==> config.mk <==
export PLATFORM = sky130hd
export DESIGN_NAME = sort_pingpong_sched
export DESIGN_NICKNAME = d
export VERILOG_FILES = /design/src/rtl/sort_pingpong_sched_pkg.sv /design/src/rtl/sort_pingpong_sched_eng_fsm.sv /design/src/rtl/sort_pingpong_sched.sv
export SDC_FILE = /design/constraint.sdc
export NUM_CORES = 1
export LEC_CHECK = 0
export CAP_MARGIN = 20
export CELL_PAD_IN_SITES_DETAIL_PLACEMENT = 0
export CELL_PAD_IN_SITES_GLOBAL_PLACEMENT = 1
export CORE_MARGIN = 2
export CORE_UTILIZATION = 31
export CTS_CLUSTER_DIAMETER = 120
export DETAILED_ROUTE_END_ITERATION = 6
export GPL_TIMING_DRIVEN = 1
export PLACE_DENSITY_LB_ADDON = 0.15
export SYNTH_ARGS = -nofsm -noshare
export SYNTH_HDL_FRONTEND = slang
export SYNTH_SLANG_ARGS = --single-unit
==> constraint.sdc <==
create_clock -name clk_i -period 1.8 [get_ports clk_i]
set_input_delay 0.36 -clock clk_i [delete_from_list [all_inputs] [get_ports clk_i]]
set_output_delay 0.36 -clock clk_i [all_outputs]
set_load 0.01 [all_outputs]
==> src/rtl/sort_pingpong_sched_pkg.sv <==
// rtl/sort_pingpong_sched_pkg.sv - shared types for the ping-pong sort scheduler
package sort_sched_pkg;

  localparam int NUM_ENG = 2;

  typedef enum logic [2:0] {
    CLR,
    IDLE,
    LOAD,
    RUN,
    SORT
  } eng_state_t;

endpackage

==> src/rtl/sort_pingpong_sched_eng_fsm.sv <==
// rtl/sort_pingpong_sched_eng_fsm.sv - per-engine control FSM: clear, load, run strobe, sort/drain
module sort_sched_eng_fsm
  import sort_sched_pkg::*;
(
  input  logic       clk_i,
  input  logic       rst_n_i,
  input  logic       start_i,
  input  logic       close_i,
  input  logic       drain_done_i,
  output eng_state_t state_o,
  output logic       srst_o,
  output logic       run_o,
  output logic       load_ok_o
);

  eng_state_t state_q;
  logic       srst_q;
  logic       run_q;

  // RUN lasts one cycle so the final registered write reaches the engine before the run strobe
  always_ff @(posedge clk_i or negedge rst_n_i) begin
    if (!rst_n_i) begin
      state_q <= CLR;
      srst_q  <= 1'b1;
      run_q   <= 1'b0;
    end else begin
      srst_q <= 1'b0;
      run_q  <= 1'b0;
      case (state_q)
        CLR:  state_q <= IDLE;
        IDLE: if (start_i) state_q <= close_i ? RUN : LOAD;
        LOAD: if (close_i) state_q <= RUN;
        RUN: begin
          run_q   <= 1'b1;
          state_q <= SORT;
        end
        SORT: if (drain_done_i) begin
          state_q <= CLR;
          srst_q  <= 1'b1;
        end
        default: state_q <= CLR;
      endcase
    end
  end

  assign state_o   = state_q;
  assign srst_o    = srst_q;
  assign run_o     = run_q;
  assign load_ok_o = (state_q == IDLE) || (state_q == LOAD);

endmodule

==> src/rtl/sort_pingpong_sched.sv <==
// rtl/sort_pingpong_sched.sv - ping-pong scheduler for two sort engines; SORT_SCHED_STATS_EN adds frame/overflow counters
module sort_pingpong_sched
  import sort_sched_pkg::*;
#(
  parameter int AWIDTH = 5,
  parameter int DWIDTH = 8
) (
  input  logic                clk_i,
  input  logic                rst_n_i,
  input  logic [DWIDTH-1:0]   in_data_i,
  input  logic                in_valid_i,
  input  logic                in_sop_i,
  input  logic                in_eop_i,
  output logic                in_ready_o,
  output logic [1:0]          eng_srst_o,
  output logic [1:0]          eng_run_o,
  output logic [1:0]          eng_wr_req_o,
  output logic [DWIDTH-1:0]   eng_wr_data_o,
  input  logic [2*DWIDTH-1:0] eng_out_data_i,
  input  logic [1:0]          eng_out_valid_i,
  input  logic [1:0]          eng_out_sop_i,
  input  logic [1:0]          eng_out_eop_i,
  output logic [1:0]          eng_out_ready_o,
  output logic [DWIDTH-1:0]   out_data_o,
  output logic                out_valid_o,
  output logic                out_sop_o,
  output logic                out_eop_o,
  input  logic                out_ready_i,
  output logic                ovf_o,
  output logic                err_o
`ifdef SORT_SCHED_STATS_EN
  ,
  output logic [15:0]         stat_frames_o,
  output logic [15:0]         stat_ovf_o
`endif
);

  localparam logic [AWIDTH:0] MAXLEN_W = {1'b1, {AWIDTH{1'b0}}};
  localparam logic [AWIDTH:0] ONE_W    = {{AWIDTH{1'b0}}, 1'b1};

  eng_state_t        state [NUM_ENG];
  logic [1:0]        load_ok;
  logic [1:0]        start;
  logic [1:0]        close;
  logic [1:0]        drain_done;

  logic              ld_sel_q, ld_sel_d;
  logic              rd_sel_q, rd_sel_d;
  logic [AWIDTH:0]   wcnt_q, wcnt_d;
  logic              in_frame_q, in_frame_d;
  logic              skip_q, skip_d;
  logic [1:0]        wr_req_q, wr_req_d;
  logic [DWIDTH-1:0] wr_data_q, wr_data_d;
  logic              ovf_q, ovf_d;
  logic              err_q, err_d;

  logic              accept;
  logic              drain_hs;
  logic [AWIDTH:0]   wcnt_inc;

  assign in_ready_o = load_ok[ld_sel_q];
  assign accept     = in_valid_i && in_ready_o;
  assign wcnt_inc   = wcnt_q + ONE_W;

  for (genvar g = 0; g < NUM_ENG; g++) begin : g_eng
    sort_sched_eng_fsm u_fsm (
      .clk_i        (clk_i),
      .rst_n_i      (rst_n_i),
      .start_i      (start[g]),
      .close_i      (close[g]),
      .drain_done_i (drain_done[g]),
      .state_o      (state[g]),
      .srst_o       (eng_srst_o[g]),
      .run_o        (eng_run_o[g]),
      .load_ok_o    (load_ok[g])
    );
    assign drain_done[g] = drain_hs && (rd_sel_q == 1'(g)) && (state[g] == SORT);
  end

  // skip_q: frame truncated at MAXLEN, swallow words up to its eop
  always_comb begin
    start      = 2'b00;
    close      = 2'b00;
    ld_sel_d   = ld_sel_q;
    wcnt_d     = wcnt_q;
    in_frame_d = in_frame_q;
    skip_d     = skip_q;
    wr_req_d   = 2'b00;
    wr_data_d  = wr_data_q;
    ovf_d      = 1'b0;
    err_d      = 1'b0;
    if (accept) begin
      if (skip_q) begin
        if (in_eop_i) skip_d = 1'b0;
      end else if (!in_frame_q) begin
        if (in_sop_i) begin
          start[ld_sel_q]    = 1'b1;
          wr_req_d[ld_sel_q] = 1'b1;
          wr_data_d          = in_data_i;
          wcnt_d             = ONE_W;
          if (in_eop_i) begin
            close[ld_sel_q] = 1'b1;
            ld_sel_d        = ~ld_sel_q;
          end else begin
            in_frame_d = 1'b1;
          end
        end else begin
          err_d = 1'b1;
        end
      end else begin
        err_d              = in_sop_i;
        wr_req_d[ld_sel_q] = 1'b1;
        wr_data_d          = in_data_i;
        wcnt_d             = wcnt_inc;
        if (in_eop_i || (wcnt_inc == MAXLEN_W)) begin
          close[ld_sel_q] = 1'b1;
          ld_sel_d        = ~ld_sel_q;
          in_frame_d      = 1'b0;
          if (!in_eop_i) begin
            ovf_d  = 1'b1;
            skip_d = 1'b1;
          end
        end
      end
    end
  end

  assign rd_sel_d = (|drain_done) ? ~rd_sel_q : rd_sel_q;

  always_ff @(posedge clk_i or negedge rst_n_i) begin
    if (!rst_n_i) begin
      ld_sel_q   <= 1'b0;
      rd_sel_q   <= 1'b0;
      wcnt_q     <= '0;
      in_frame_q <= 1'b0;
      skip_q     <= 1'b0;
      wr_req_q   <= 2'b00;
      wr_data_q  <= '0;
      ovf_q      <= 1'b0;
      err_q      <= 1'b0;
    end else begin
      ld_sel_q   <= ld_sel_d;
      rd_sel_q   <= rd_sel_d;
      wcnt_q     <= wcnt_d;
      in_frame_q <= in_frame_d;
      skip_q     <= skip_d;
      wr_req_q   <= wr_req_d;
      wr_data_q  <= wr_data_d;
      ovf_q      <= ovf_d;
      err_q      <= err_d;
    end
  end

  assign eng_wr_req_o  = wr_req_q;
  assign eng_wr_data_o = wr_data_q;
  assign ovf_o         = ovf_q;
  assign err_o         = err_q;

  assign out_data_o      = rd_sel_q ? eng_out_data_i[2*DWIDTH-1:DWIDTH] : eng_out_data_i[DWIDTH-1:0];
  assign out_valid_o     = eng_out_valid_i[rd_sel_q];
  assign out_sop_o       = eng_out_sop_i[rd_sel_q];
  assign out_eop_o       = eng_out_eop_i[rd_sel_q];
  assign eng_out_ready_o = rd_sel_q ? {out_ready_i, 1'b0} : {1'b0, out_ready_i};
  assign drain_hs        = out_valid_o && out_ready_i && out_eop_o;

`ifdef SORT_SCHED_STATS_EN
  logic [15:0] stat_frames_q;
  logic [15:0] stat_ovf_q;

  always_ff @(posedge clk_i or negedge rst_n_i) begin
    if (!rst_n_i) begin
      stat_frames_q <= '0;
      stat_ovf_q    <= '0;
    end else begin
      if ((|drain_done) && (stat_frames_q != 16'hFFFF)) stat_frames_q <= stat_frames_q + 16'd1;
      if (ovf_d && (stat_ovf_q != 16'hFFFF))             stat_ovf_q    <= stat_ovf_q + 16'd1;
    end
  end

  assign stat_frames_o = stat_frames_q;
  assign stat_ovf_o    = stat_ovf_q;
`endif

endmodule

Word-level counts from Yosys, hierarchy flattened
Index checks and enable logic that the tools add are counted.

storage, ports and cells
  flip-flop bits (word level) = 32
  input port bits = 36
  output and inout port bits = 30
  word-level logic and storage cells = 121

cells by class
  add/subtract/negate cells = 1
  $lt $le $gt $ge = 3
  eq/ne operators = 16
  muxes and demuxes = 62
  bitwise logic cells = 3
  reductions and logical operators = 21

operators with widths
  kind                                                                    count
  1-bit two-way mux                                                       34
  3-bit one-hot mux with 5 select lines                                   2
  2-bit two-way mux                                                       14
  8-bit two-way mux                                                       3
  3-bit two-way mux                                                       6
  3-bit by 2-bit equality test with 1-bit output (second input constant)  4
  6-bit two-way mux                                                       2
  3-bit AND reduction                                                     3
  1-bit logical AND                                                       8
  2-bit != test (second input constant)                                   4
  6-bit by 1-bit adder with 6-bit output (second input constant)          1
  3-bit by 1-bit equality test with 1-bit output (second input constant)  2
  3-bit equality test (second input constant)                             2
  6-bit equality test (second input constant)                             1
  3-bit zero test                                                         2
  2-bit by 1-bit != test with 1-bit output (second input constant)        3
  5-bit AND reduction                                                     1
  1-bit by 2-bit < comparator with 1-bit output (second input constant)   2
  2-bit nonzero test                                                      2
  1-bit logical OR                                                        3
  1-bit inverter                                                          3
  2-bit AND reduction                                                     1
  2-bit OR reduction                                                      1
  1-bit demux with 1-bit select                                           1
  1-bit >= comparator (second input constant)                             1

Logic depth before layout (Yosys ltp)
Gate-level depths: netlist of the first run.

  depth in word-level cells = 12
  gate-level depth with buffers = 7
  depth with buffers taken out = 6

Modules after synthesis
A second synthesis of the first run with hierarchy kept.

unflattened totals
  cells, all modules = 181
  area, all modules = 1692.9 µm²

by module, submodules not included
  module               instances  cells an instance  area each (µm²)  seq. area each (µm²)
  sort_pingpong_sched  1          145                1257.5           550.5
  sort_sched_eng_fsm   2          18                 217.7            126.4

Least setup slack after synthesis of the first run
Ideal clock, no wire load.

  path type = reg-to-reg
  from = register ld_sel_q
  to = register wcnt_q[3]
  library setup time = 69 ps
  data arrival time = 1468 ps
  data required time = 1731 ps
  setup slack = 263 ps
  cell stages (with the launch flop) = 7
  buffers on the path = 1
  period minus slack after synthesis = 1537 ps
  cells stage by stage = dfrtp_1 > buf_2 > nor2_1 > a22o_4 > nand3_4 > or4_1 > nand3_1

on the way
  word-level cells in the longest chain between the ends = 4

RTL lines
  item                                                   RTL line                    source
  from (decl)                                            sort_pingpong_sched.sv:47   logic ld_sel_q, ld_sel_d;
  from (signal assigned)                                 sort_pingpong_sched.sv:142  ld_sel_q <= ld_sel_d;
  1-bit two-way mux (implied by the code) (2 in series)  sort_pingpong_sched.sv:61   assign in_ready_o = load_ok[ld_sel_q];
  net in_ready_o                                         sort_pingpong_sched.sv:14   output logic in_ready_o,
  1-bit logical AND                                      sort_pingpong_sched.sv:62   assign accept = in_valid_i && in_ready_o;
  3-bit AND reduction (no source line)                   --
  to (signal assigned)                                   sort_pingpong_sched.sv:144  wcnt_q <= wcnt_d;
  to (decl)                                              sort_pingpong_sched.sv:49   logic [AWIDTH:0] wcnt_q, wcnt_d;

The timed path passes the listed nets, and every way through them passes these cells. The select of a mux whose other input is x is not followed.
A chain may end at the register's enable or synchronous reset.

Worst setup path after layout of the first run
  from = register rd_sel_q
  to = output out_data_o[4]

on the way
  word-level cells in the longest chain between the ends = 1

RTL lines
  item                    RTL line                    source
  from (decl)             sort_pingpong_sched.sv:48   logic rd_sel_q, rd_sel_d;
  from (signal assigned)  sort_pingpong_sched.sv:143  rd_sel_q <= rd_sel_d;
  8-bit two-way mux       sort_pingpong_sched.sv:159  assign out_data_o = rd_sel_q ? eng_out_data_i[2*DWIDTH-1:DWIDTH] : eng_out_data_i[DWIDTH-1:0];
  to (decl)               sort_pingpong_sched.sv:24   output logic [DWIDTH-1:0] out_data_o,

Every way passes these cells.

==> results of run 1 <==
-- placed cells by master, fill, tap and decap left out, types with 2 or more instances in the layout --
| cell type | netlist | final |
|---|---|---|
| a21oi_1 | 5 | 5 |
| and2_1 | 3 | 3 |
| and3_1 | 4 | 4 |
| buf_4 | 4 | 22 |
| clkbuf_8 | 0 | 6 |
| clkdlybuf4s15_1 | 0 | 11 |
| clkdlybuf4s50_1 | 0 | 51 |
| clkinv_2 | 0 | 2 |
| dfrtp_1 | 30 | 30 |
| dfstp_2 | 2 | 2 |
| dlygate4sd2_1 | 0 | 2 |
| ha_1 | 2 | 2 |
| inv_1 | 4 | 4 |
| mux2_2 | 12 | 12 |
| nand2_1 | 39 | 39 |
| nand3_1 | 10 | 10 |
| nand4_1 | 3 | 3 |
| nand4b_1 | 2 | 2 |
| nor2_1 | 15 | 15 |
| nor2b_1 | 2 | 2 |
| nor3b_1 | 2 | 2 |
| o21ai_0 | 2 | 2 |
| o22ai_1 | 2 | 2 |
| or4_1 | 3 | 3 |
-- critical path, cell delays in order, from the launching register on --
cell and delay, ns:
dfrtp_1 0.37, buf_12 0.15, mux2_2 0.33, clkdlybuf4s15_1 0.24
-- power breakdown --
| part | internal, µW | switching (µW) |
|---|---|---|
| Combinational | 935 | 857 |
| Clock | 305 | 265 |
| Sequential | 980 | 183 |
-- timing repair --
| item | CTS | global route |
|---|---|---|
| hold buffers | 0 | 0 |
| gates resized for setup | 15 | 14 |
| setup buffers | 0 | 1 |
| setup endpoints to repair | 14 | 14 |
-- layer usage --
metal	share of wire, %	global-route usage (%)	vias up
li1	-	-	760
met4	1.6	6.545	0
met5	0	0	-
met1	47	19.17	680
met2	43	23.10	69
met3	8.9	5.569	5
-- stage by stage --
step | std cells | area (µm²) | hold WS (ns) | power [µW]
global route | 327 | 2596 | 0.4974 | 3814
CTS | 326 | 2577 | 0.4827 | 3559
finish | 327 | 2596 | 0.4666 | 3523
detailed placement | 318 | 2495 | 0.4656 | 3009
global placement | 318 | 2495 | 0.4582 | 3000
floorplan | 170 | 1630 | 0.06441 | 2117
-- final cells by class --
class                           instances  area [µm²]  share of cell area (%)
Clock buffer                            6       82.58                   3.181
Clock inverter                          2       10.01                  0.3855
Inverter                                4       15.01                  0.5783
Multi-Input combinational cell        125       769.5                   29.64
Sequential cell                        32       803.3                   30.94
Tap cell                               70       87.58                   3.373
Timing Repair Buffer                   88       828.3                   31.90
-- registers in the layout, indices dropped and copies added, names as in the netlist --
name and cells:
eng_wr_data_o 8, eng_wr_req_o 2, err_o 1, g_eng.u_fsm.run_o 2, g_eng.u_fsm.srst_o 2, g_eng.u_fsm.state_o 6
in_frame_q 1, ld_sel_q 1, ovf_o 1, rd_sel_q 1, skip_q 1, wcnt_q 6
-- worst min-delay path by stage --
| stage | end | start | cells after the start |
|---|---|---|---|
| 3_5_place_dp | eng_wr_data_o[2]$_DFFE_PN0P_ | eng_wr_data_o[2]$_DFFE_PN0P_ | 2 |
| 2_1_floorplan | eng_wr_data_o[0]$_DFFE_PN0P_ | rst_n_i | 0 |
| 5_1_grt | eng_wr_data_o[3]$_DFFE_PN0P_ | eng_wr_data_o[3]$_DFFE_PN0P_ | 2 |
| 4_1_cts | eng_wr_data_o[0]$_DFFE_PN0P_ | rst_n_i | 2 |
| 6_report | wcnt_q[4]$_DFFE_PN0P_ | rst_n_i | 2 |
| 3_3_place_gp | eng_wr_data_o[3]$_DFFE_PN0P_ | eng_wr_data_o[3]$_DFFE_PN0P_ | 2 |
-- logic make-up after synthesis --
logic type,Yosys count,share of synthesized area (%)
xor+xnor,3,1.612
compound gates,18,7.983
flops,32,49.27
buf+inv,13,4.067
mux,13,8.903
simple gates,89,26.63
fa+ha+maj,2,1.535
==> metrics.md, run 1 <==
| Metric | Value |
|---|---|
| Worst path arrival time | 1.37 ns |
| Setup_tns | 0 ns |
| Remaining Overflow, GRT | 0 |
| Hold Crit Class | input port to async pin |
| Critical path type | flip-flop to output pin |
| H-tree levels | 2 |
| Root Driver | clkbuf_8 |
| Syn_nets | about 210 |
| FF-to-FF path depth | 5 |
| Post-synthesis sequential area ratio | 49.27% |
| Layout Utilization | between 50% and 60% |
| Ports | 66 |
| Drt first pass iters | 4 |
| Cell area after synthesis | around 1600 µm² |
| Pre-CTS setup slack | -0.1355 ns |
| Setup ws final | around 0.074 ns |
| Most frequent cell after synthesis | nand2_1 |
| Worst slew pin tran | 0.4136 ns |
| Cell taking the most area after synthesis | dfrtp_1 |
| Die area | 5855 µm² |
| Leakage power | ~0.0012 µW |
| Initial antenna violation count | 0 |
| Drt first-iter violations | 133 |
| Crit path from | rd_sel_q$_DFFE_PN0P_ |
| Top cell type's share of synthesized area | between 40% and 50% |
| # DRC | 0 |
| Main synth FF type | dfrtp_1 |
| Max-cap viol count | 0 |
| Top post-synthesis cells by count | nand2_1 (39), dfrtp_1 (30), nor2_1 (15) |
| R2r setup slk | 0.13 ns |
| R2r startpoint | wcnt_q[3]$_DFFE_PN0P_ |
| Final wirelength | 3950 µm |
| Final worst-path cycle share | about 96% |
| CP max FO | 14 |
| Die X | roughly 77 µm |
| Asr flop ratio synth | 100.0% |
| Netlist cell types | 40 |
| Diodes inserted | 0 |
| Pwr dens | roughly 1400 nW/µm² |
| CTS Buffer Depth | 2 |
| RR Endpoint | g_eng[1].u_fsm.state_o[0]$_DFFE_PN0P_ |
| Std cell rows | 26 |
| Peak supply drop | around 0.5 mV |
| Initial core utilization | 31.92% |
| Number of synthesized register bits | 32 |
| Max Slew Vio Count | 0 |
| Synthesis Warnings | 0 |
| CTS Sinks | 32 |
| CP Launch Type | flip-flop |
| Syn Inst Count | 170 |
| Hold Fails Final Rpt | 0 |
| Status | completed |
| Post-DR wirelength/cell | approximately 12 µm |
| Minimum clock period | between 1.5 and 2 ns |
| Buffers on Ports | 65 |
| Final Setup Violations | 0 |
| Die Y | 76.52 µm |
| Largest net degree at the start of global routing | 33 |
| Syn_area_per_cell | 9.590 µm² |
| Core Region | roughly 5000 µm² |
| Area grow syn2layout | 59.25% |
| Final nets | between 200 and 300 |
| Clock Latency Late Sink | 0.28 ns |
| Via-to-Cell Ratio | 4.630 |
| Largest cells by area after synthesis | dfrtp_1 (46%), nand2_1 (9.0%), mux2_2 (8.3%), nor2_1 (3.5%), dfstp_2 (3.2%) |
| First-pass GRT wire length | 7134 µm |
| CTS buffer count | 5 |
| Post-route ant nets | 0 |
| DP Wirelength | 2980 µm |
| Worst setup path end | out_data_o[4] |
| CTS tree | yes |
| Clk_skew | approximately 0.0053 ns |
| Crit end category | output pin |
| RSZ-0062 raised after global routing | no |
| # fillers | just under 500 |
| Vias | around 1500 |
| Vias in the first global route | 1586 |
| GPL Wtd Cong | 0.7433 |
| Slew headroom | around 72% |
| CP required | 1.44 ns |
| Tot GR Track Use | 15.13% |
| Ratio of cells with drive above 1 in the final layout | 19.46% |
| Post-synth EDFFs | 0 |
| Fmax | 579.4 MHz |
| Clk slew on worst S/H paths | 0.07 ns |
Power figures use the tool's default switching activity.
==> run 2: changes to the inputs <==
CORE_UTILIZATION = 45   (was 31)
DONT_BUFFER_PORTS = 1   (was unset)
==> run 2 against run 1 <==
Against the previous run: first-iteration DRC count is 65% lower; setup slack better by 0.075 ns; clock-buffer cell count increased by 2; wire length is 12% lower; clock power fell by 25%; register-to-register slack better by 0.02 ns; clock skew increased by 0.0035 ns; combinational power is 40% lower; power down 20%.
==> metrics.md, run 2 (synthesis gave the netlist of run 1 again) <==
| Metric | Value |
|---|---|
| Post-DR wirelength/cell | 15.67 µm (+30%) |
| Worst path arrival time | 1.29 ns (-0.08 ns) |
| Critical path type | flip-flop to output pin |
| Die Y | 64.19 µm (-16%) |
| Via-to-Cell Ratio | 5.692 (+23%) |
| Die X | 64.19 µm (-16%) |
| Ratio of cells with drive above 1 in the final layout | 17.14% (-2.3 points) |
| Slew headroom | 77.72% (+5.3 points) |
| Met1 WL | 1553 µm (-16%) |
| Root Driver | clkbuf_4 |
| CP Launch Type | flip-flop |
| # DRC | 0 (unchanged) |
| CP bufs+invs | 0 (-2) |
| Hold path depth | 1 |
| Vias in the first global route | 1294 (-18%) |
| CTS Buffer Depth | 2 (unchanged) |
| CP top delay family | flip-flops |
| Hold Fails Final Rpt | 0 (unchanged) |
| Drt first pass iters | 4 (unchanged) |
| Most frequent cells in the layout | nand2_1 (39), dfrtp_1 (28), nor2_1 (15) |
| Layout Utilization | 51.50% (+0.67 points) |
| CTS Sinks | 32 (unchanged) |
| Hold Crit Class | input port to flip-flop |
| Setup_tns | 0 ns (unchanged) |
| Diodes inserted | 0 (unchanged) |
| Crit path cell chain | mux2_2 |
| Hold EP | ovf_o$_DFF_PN0_ |
| Largest register FFs | 8 (unchanged) |
| RR Endpoint | g_eng[1].u_fsm.state_o[0]$_DFFE_PN0P_ |
| Status | completed |
| Slowest-stage cell, CP | dfrtp_2 |
| Met2 wire length | 1687 µm (+0.42%) |
| Max-cap viol count | 0 (unchanged) |
| Postcts setup bufs | 0 (unchanged) |
| FF-to-FF path depth | 5 (unchanged) |
| CTS tree | yes |
| Leakage power | 0.0008041 µW (-31%) |
| Clk slew on worst S/H paths | 0.10 ns (+0.03 ns) |
| R2r startpoint | wcnt_q[0]$_DFFE_PN0P_ |
| RSZ-0062 raised after global routing | no |
| Area grow syn2layout | 7.905% |
| Pwr dens | 1602 nW/µm² (+18%) |
| Vias | 1258 (-17%) |
| Post-route ant nets | 0 (unchanged) |
| Largest net degree at the start of global routing | 33 (unchanged) |
| First-pass GRT wire length | 5844 µm (-18%) |
| CP peak stage delay | 0.55 ns (+0.18 ns) |
| Core Region | 3416 µm² (-33%) |
| H-tree levels | 2 (unchanged) |
| CP max FO | 14 (unchanged) |
| Tot GR Track Use | 18.38% (+3.3 points) |
| Ports | 66 (unchanged) |
| GPL Wtd Cong | 0.7946 (+6.9%) |
| Most common cell after layout, fill and taps aside | nand2_1 |
| Final nets | 212 (-28%) |
| Clk_skew | 0.008822 ns (+0.003534 ns) |
| CP required | 1.44 ns (about the same) |
| Worst hold start | in_eop_i |
| Max Slew Vio Count | 0 (unchanged) |
| Final worst-path cycle share | 91.70% (-4.2 points) |
| Met3 wire len | 178 µm (-50%) |
| Remaining Overflow, GRT | 0 (unchanged) |
| Crit end category | output pin |
| Peak supply drop | 0.6325 mV (+24%) |
| Std cell rows | 21 (-19%) |
| Fmax | 605.8 MHz (+4.6%) |
| CTS buffer count | 5 (unchanged) |
| Minimum clock period | 1.651 ns (-0.07524 ns) |
| Final wirelength | 3462 µm (-12%) |
| DP Wirelength | 2573 µm (-14%) |
| Drt first-iter violations | 46 (-65%) |
| Worst slew pin tran | 0.3333 ns (-0.08033 ns) |
| R2r setup slk | 0.15 ns (+0.02 ns) |
| Die area | 4120 µm² (-30%) |
| Buffers on Ports | 0 (-100%) |
| Clock Latency Late Sink | 0.33 ns (+0.05 ns) |
| Initial core utilization | 47.73% (+16 points) |
| Initial antenna violation count | 0 (unchanged) |
| Final Setup Violations | 0 (unchanged) |
| Uppermost layer routed | met4 |
## run 2: worst max path at each step
stage,from,end,slack [ns],cells after the start
CTS,wcnt_q[0]$_DFFE_PN0P_,g_eng[1].u_fsm.state_o[0]$_DFFE_PN0P_,0.09,5
detailed placement,wcnt_q[0]$_DFFE_PN0P_,g_eng[1].u_fsm.state_o[0]$_DFFE_PN0P_,0.11,5
global route,wcnt_q[0]$_DFFE_PN0P_,g_eng[1].u_fsm.state_o[0]$_DFFE_PN0P_,0.02,5
global placement,wcnt_q[0]$_DFFE_PN0P_,g_eng[1].u_fsm.state_o[0]$_DFFE_PN0P_,0.17,5
floorplan,ld_sel_q$_DFFE_PN0P_,wcnt_q[3]$_DFFE_PN0P_,0.26,6
finish,rd_sel_q$_DFFE_PN0P_,out_data_o[0],0.15,1
## run 2: power breakdown
part / switching (µW) / internal (µW)
clock: 236 / 193
combinational: 610 / 461
sequential: 337 / 982
## run 2: layout make-up
type                    count  area, µm²
fillers                   318       1657
well taps                  46      57.56
clock buffers               8      58.81
inverters                   4      15.01
flip-flops and latches     32      805.8
repair buffers              6      60.06
multi-input cells         125      762.0
## run 2: per-stage QoR
stage	std cells	total power (µW)	hold WS, ns	setup WS, ns	instance area, µm²
after detailed placement	211	2383	0.06512	0.1099	1667
after global routing	221	3061	0.06976	0.02423	1759
final	221	2819	0.08321	0.1494	1759
after floorplan	170	2117	0.06441	0.2629	1630
after global placement	211	2338	0.06507	0.1738	1667
after CTS	221	2840	0.07234	0.08612	1757
## run 2: per-layer routing
metal  up-vias  global-route usage [%]
li1        595                       -
met5         -                       0
met4         0                   7.979
met3         4                   4.754
met1       620                   23.65
met2        39                   29.17
## run 2: repair_timing
| item | 4_1_cts | 5_1_grt |
|---|---|---|
| hold endpoints to repair | 32 | 0 |
| pin swaps | 0 | 1 |
| endpoints found under the setup margin | 11 | 2 |
| hold buffers | 2 | 0 |
| gates cloned | 0 | 0 |
| resized for setup | 1 | 2 |
